**src/rtl/fir_tap_sequencer.sv**
```systemverilog
// Frame sequencer for the FIR datapath: sweeps tap/coefficient addresses, drives MAC control and the sample shift.
// Optional build macro: SYMMETRIC_FOLD_EN (linear-phase folding, TAPS/2 MAC cycles per frame, second tap address).
module fir_tap_sequencer #(
    parameter int TAPS         = 64,
    parameter int ADDR_W       = 6,
    parameter int FRAME_CYCLES = 64,
    parameter int MAC_LAT      = 2
) (
    input  logic              clk,
    input  logic              reset,
    input  logic              enable_i,
    input  logic              sample_valid_i,
    input  logic              underrun_clr_i,
    output logic              shift_en_o,
    output logic              sample_ack_o,
    output logic [ADDR_W-1:0] read_addr_o,
    output logic [ADDR_W-1:0] read_addr_b_o,
    output logic [ADDR_W-1:0] coef_addr_o,
    output logic              mac_clr_o,
    output logic              mac_en_o,
    output logic              mac_last_o,
    output logic              result_valid_o,
    output logic              busy_o,
    output logic              underrun_o
);

`ifdef SYMMETRIC_FOLD_EN
    localparam int MAC_CYC = TAPS / 2;
`else
    localparam int MAC_CYC = TAPS;
`endif
    localparam int CNT_W = (FRAME_CYCLES > 1) ? $clog2(FRAME_CYCLES) : 1;
    localparam logic [CNT_W-1:0] CNT_LAST = CNT_W'(FRAME_CYCLES - 1);
    localparam logic [CNT_W-1:0] MAC_LAST = CNT_W'(MAC_CYC - 1);

    typedef enum logic [1:0] {
        ST_IDLE = 2'd0,
        ST_MAC  = 2'd1,
        ST_WAIT = 2'd2
    } state_t;

    state_t             state_q, state_d;
    logic [CNT_W-1:0]   cnt_q, cnt_d;
    logic               shift_en_q, shift_en_d;
    logic               mac_clr_q, mac_clr_d;
    logic               mac_en_q, mac_en_d;
    logic               mac_last_q, mac_last_d;
    logic [ADDR_W-1:0]  read_addr_q, read_addr_d;
    logic [ADDR_W-1:0]  read_addr_b_q, read_addr_b_d;
    logic [ADDR_W-1:0]  coef_addr_q, coef_addr_d;
    logic               busy_q, busy_d;
    logic               underrun_q, underrun_d;
    logic [MAC_LAT-1:0] pipe_q, pipe_d;
    logic               mac_phase_s;

    // State, counter and all registered outputs.
    always_ff @(posedge clk or negedge reset) begin
        if (!reset) begin
            state_q       <= ST_IDLE;
            cnt_q         <= {CNT_W{1'b0}};
            shift_en_q    <= 1'b0;
            mac_clr_q     <= 1'b0;
            mac_en_q      <= 1'b0;
            mac_last_q    <= 1'b0;
            read_addr_q   <= {ADDR_W{1'b0}};
            read_addr_b_q <= {ADDR_W{1'b0}};
            coef_addr_q   <= {ADDR_W{1'b0}};
            busy_q        <= 1'b0;
            underrun_q    <= 1'b0;
            pipe_q        <= {MAC_LAT{1'b0}};
        end else begin
            state_q       <= state_d;
            cnt_q         <= cnt_d;
            shift_en_q    <= shift_en_d;
            mac_clr_q     <= mac_clr_d;
            mac_en_q      <= mac_en_d;
            mac_last_q    <= mac_last_d;
            read_addr_q   <= read_addr_d;
            read_addr_b_q <= read_addr_b_d;
            coef_addr_q   <= coef_addr_d;
            busy_q        <= busy_d;
            underrun_q    <= underrun_d;
            pipe_q        <= pipe_d;
        end
    end

    // Next state and frame counter; enable only matters in IDLE or on the last frame cycle.
    always_comb begin
        state_d = state_q;
        cnt_d   = cnt_q;
        case (state_q)
            ST_IDLE: begin
                cnt_d = {CNT_W{1'b0}};
                if (enable_i) begin
                    state_d = ST_MAC;
                end else begin
                    state_d = ST_IDLE;
                end
            end
            ST_MAC, ST_WAIT: begin
                if (cnt_q == CNT_LAST) begin
                    cnt_d   = {CNT_W{1'b0}};
                    state_d = enable_i ? ST_MAC : ST_IDLE;
                end else begin
                    cnt_d   = cnt_q + CNT_W'(1);
                    state_d = (state_q == ST_MAC && cnt_q != MAC_LAST) ? ST_MAC : ST_WAIT;
                end
            end
            default: begin
                state_d = ST_IDLE;
                cnt_d   = {CNT_W{1'b0}};
            end
        endcase
    end

    // Output decode from the next state so the registered outputs line up with state_q/cnt_q.
    always_comb begin
        mac_phase_s   = (state_d == ST_MAC);
        mac_en_d      = mac_phase_s;
        mac_clr_d     = mac_phase_s && (cnt_d == {CNT_W{1'b0}});
        mac_last_d    = mac_phase_s && (cnt_d == MAC_LAST);
        shift_en_d    = (state_d != ST_IDLE) && (cnt_d == CNT_LAST);
        busy_d        = (state_d != ST_IDLE);
        read_addr_d   = mac_phase_s ? ADDR_W'(cnt_d) : {ADDR_W{1'b0}};
        coef_addr_d   = read_addr_d;
`ifdef SYMMETRIC_FOLD_EN
        read_addr_b_d = mac_phase_s ? (ADDR_W'(TAPS - 1) - ADDR_W'(cnt_d)) : {ADDR_W{1'b0}};
`else
        read_addr_b_d = {ADDR_W{1'b0}};
`endif
    end

    // Sticky underrun (set wins over clear) and the result-latency pipe.
    always_comb begin
        underrun_d = (shift_en_q & ~sample_valid_i) | (underrun_q & ~underrun_clr_i);
        pipe_d     = {MAC_LAT{1'b0}};
        pipe_d[0]  = mac_last_q;
        for (int i = 1; i < MAC_LAT; i++) begin
            pipe_d[i] = pipe_q[i-1];
        end
    end

    assign shift_en_o     = shift_en_q;
    // The source handshake must follow the live sample_valid, so it is gated, not registered.
    assign sample_ack_o   = shift_en_q & sample_valid_i;
    assign read_addr_o    = read_addr_q;
    assign read_addr_b_o  = read_addr_b_q;
    assign coef_addr_o    = coef_addr_q;
    assign mac_clr_o      = mac_clr_q;
    assign mac_en_o       = mac_en_q;
    assign mac_last_o     = mac_last_q;
    assign result_valid_o = pipe_q[MAC_LAT-1];
    assign busy_o         = busy_q;
    assign underrun_o     = underrun_q;

endmodule
```
**config.mk**
```make
export PLATFORM = sky130hd
export DESIGN_NAME = fir_tap_sequencer
export DESIGN_NICKNAME = d
export VERILOG_FILES = /design/src/rtl/fir_tap_sequencer.sv
export SDC_FILE = /design/constraint.sdc
export NUM_CORES = 1
export LEC_CHECK = 0
export BUFFER_PORTS_ARGS = -buffer_cell sky130_fd_sc_hd__buf_2
export CELL_PAD_IN_SITES_DETAIL_PLACEMENT = 1
export CELL_PAD_IN_SITES_GLOBAL_PLACEMENT = 1
export CORE_UTILIZATION = 24
export CTS_CLUSTER_DIAMETER = 150
export DETAILED_ROUTE_END_ITERATION = 10
export GPL_TIMING_DRIVEN = 1
export HOLD_SLACK_MARGIN = 0.06
export PLACE_DENSITY_LB_ADDON = 0.1
export SETUP_SLACK_MARGIN = 0.02
export SYNTH_ARGS = -nofsm -noshare
export SYNTH_HDL_FRONTEND = slang
export SYNTH_SLANG_ARGS = --single-unit
```
**constraint.sdc**
```tcl
create_clock -name clk -period 4.4 [get_ports clk]
set_input_delay 0.44 -clock clk [delete_from_list [all_inputs] [get_ports clk]]
set_output_delay 0.44 -clock clk [all_outputs]
set_load 0.01 [all_outputs]
```
==> reports/metrics.yaml <==
cts:
  tritoncts: "done"
  clk_latency_ns: 0.26
  numClockSinks: 22
  htreeDepth: 1
  clock-root-buffer: "clkbuf_8"
  cts_buffer_depth: 2
  numCtsBuffers: 3
  cts_setup_buffers: 0
  hold_buffers: 0
  cts.clk_slew.worst_paths_ns: 0.08
  postCtsResizedCells: 0
drt:
  wl_met2_mm: 1.07
  ant_nets: 0
  firstDrtPassIters: 2
  via_count: 713
  met3WireLength_um: 87
  routedWlPerCell_um: 12.7
  drt-met1-wl_um: 959
  wl_mm: 2.16
  drc: 0
  first_iter_violations: 8
  highest_layer: "met4"
  viasPerCell: 4.19
placed_design:
  placed_cells_incl_taps: 166
  dpl_worst_slack_ns: 2.62
  gp_congestion: 0.703
  portBuffers: 24
  dpl.hpwl_mm: 1.64
logic_synthesis:
  yosysSeqAreaShare_pct: 50.0
  synth_edf_count: 0
  synthDistinctLibCells: 30
  syn_avg_cell_area_um2: 10.8
  async_reset_ff_share_pct: 100
  ys_ff_latch: 22
  synth_top_area_cell: "dfrtp_1"
  yosysMostFrequentCell: "dfrtp_1"
  ys.flop_type: "dfrtp_1"
  netlist.area_leader.share_pct: 50.0
  yosys_warnings: 0
  yosys-top-cells-count: "dfrtp_1, buf_4, inv_1, nor2_1"
  netlist_area_um2: 1100
  syn_inst: 102
  synth_area_leaders: "dfrtp_1, buf_4, ha_1"
critical_path:
  crit_fanout: 10
  required_ns: 4.58
  critPathKind: "reg2reg"
  start_kind: "register"
  worstPathArrival_ns: 1.93
  endpoint_kind: "register"
timing:
  slew_violations: 0
  max_slew.worst_pin.slew_ns: 0.516
  post-route-min-period_ns: 1.75
  hold_viol: 0
  fin_skew_ns: 0.00342
  fin_crit_sh_pct: 39.8
  layout_setup_ws_ns: 2.65
  tns_ns: 0
  slew_headroom_pct: 65.6
  fmax_ghz: 0.570
  rsz0062_at_grt: "false"
  finalSetupViolations: 0
cells_and_area:
  fin_nets: 128
  seq_area_um2: 551
  multiInputGateArea_um2: 409
  finalNonFillerCells: 170
  area_growth_pct: 12.4
  layout-drive-gt1-share_pct: 27.1
  fill_cells: 508
  antenna_cells: 0
grt:
  grt_pass1_wl_mm: 3.49
  grt_pass1_vias: 753
  gr-total-overflow: 0
  grt_max_degree: 23
  track_usage_pct: 9.47
  antenna_found_initial: 0
power:
  p_per_area_nw_per_um2: 288
  power.leakage_nw: 0.617
  p_total_uw: 357
  ir_worst_vdd_mv: 0.0857
die:
  num_rows: 24
  core_um2: 4380
  die_area_um2: 4860
  die_width_um: 69.7
  die_h_um: 69.7
  floorplan.initialDensity_pct: 25.1
  ioPinCount: 31
min_path:
  worstHoldPathType: "in2async"
outcome:
  status: "complete, no violations"
flow_run:
  cap_violations: 0
## placed cells by master (no fill, tap or decap), drive strengths merged, types with 2 or more instances in the layout
| master | instances |
|---|---|
| nor2b | 3 |
| dfrtp | 22 |
| buf | 24 |
| and3 | 2 |
| nor2 | 10 |
| nand2 | 3 |
| nand3 | 4 |
| ha | 4 |
| o21ai | 3 |
| a21oi | 2 |
| nor3 | 3 |
| xnor2 | 2 |
| clkbuf | 4 |
| inv | 10 |
| xor2 | 4 |
| conb | 6 |
| o22ai | 2 |
## stage by stage
step	util, %	hold WS [ns]	cell area (um2)
6_report	28.2	0.143	1240
5_1_grt	28.2	0.180	1240
4_1_cts	28.2	0.168	1240
3_5_place_dp	27.0	0.348	1180
3_3_place_gp	27.0	0.343	1180
2_1_floorplan	-	0.144	1120
## routing by layer
layer | up-vias | track usage, %
met5 | - | 0
met2 | 15 | 16.5
li1 | 344 | -
met3 | 4 | 2.47
met1 | 350 | 10.7
met4 | 0 | 4.67
## sequential cells by signal (all words and copies together) (netlist names)
| name | count |
|---|---|
| busy_o | 1 |
| cnt_q | 6 |
| coef_addr_o | 6 |
| mac_clr_o | 1 |
| mac_en_o | 1 |
| mac_last_o | 1 |
| pipe_q | 2 |
| shift_en_o | 1 |
| state_q | 2 |
| underrun_o | 1 |
## cell families (layout without fill, tap and decap cells)
| logic type | Yosys count | in the layout | share of synthesized area (%) |
|---|---|---|---|
| other | 1 | 6 | 0.341 |
| AND/OR/NAND/NOR | 28 | 28 | 13.6 |
| buffers and inverters | 27 | 38 | 14.5 |
| XOR/XNOR | 6 | 6 | 4.77 |
| flip-flops | 22 | 22 | 50.0 |
| AO/OA/AOI/OAI | 14 | 14 | 12.2 |
| adder cells (fa/ha/maj) | 4 | 4 | 4.55 |
## final cells by class
cell class | instances | share of cell area, %
Inverter | 10 | 3.03
Tap cell | 52 | 5.26
Clock buffer | 4 | 4.45
Timing Repair Buffer | 24 | 9.71
Multi-Input combinational cell | 58 | 33.1
Sequential cell | 22 | 44.5
## final timing paths
check,depth (start not counted),slack (ns),startpoint,endpoint
setup / recovery,6,2.65,state_q[0],mac_clr_o
setup reg to reg,6,2.65,state_q[0],mac_clr_o
hold reg to reg,0,0.36,pipe_q[0],pipe_q[1]
min in group clk,2,0.35,underrun_clr_i,underrun_o
max in group asynchronous,1,3.91,reset,busy_o
hold / removal,1,0.14,reset,state_q[1]
## report_power, final
| group | total, mW | leakage (nW) | internal [mW] | switching (mW) |
|---|---|---|---|---|
| logic | 0.00911 | 0.325 | 0.00160 | 0.00751 |
| registers | 0.202 | 0.263 | 0.202 | 0.0000000000000000315 |
| clock network | 0.146 | 0.0288 | 0.0798 | 0.0658 |
| total | 0.357 | 0.617 | 0.283 | 0.0734 |
## worst max-delay path: stages (launching register included)
cell and delay [ns]:
dfrtp_1 0.38, inv_1 0.05, ha_1 0.53, nand3_1 0.15, o22ai_1 0.23, a21boi_4 0.12, nor3_1 0.21
Note: power is estimated with default switching activity, not from simulation.
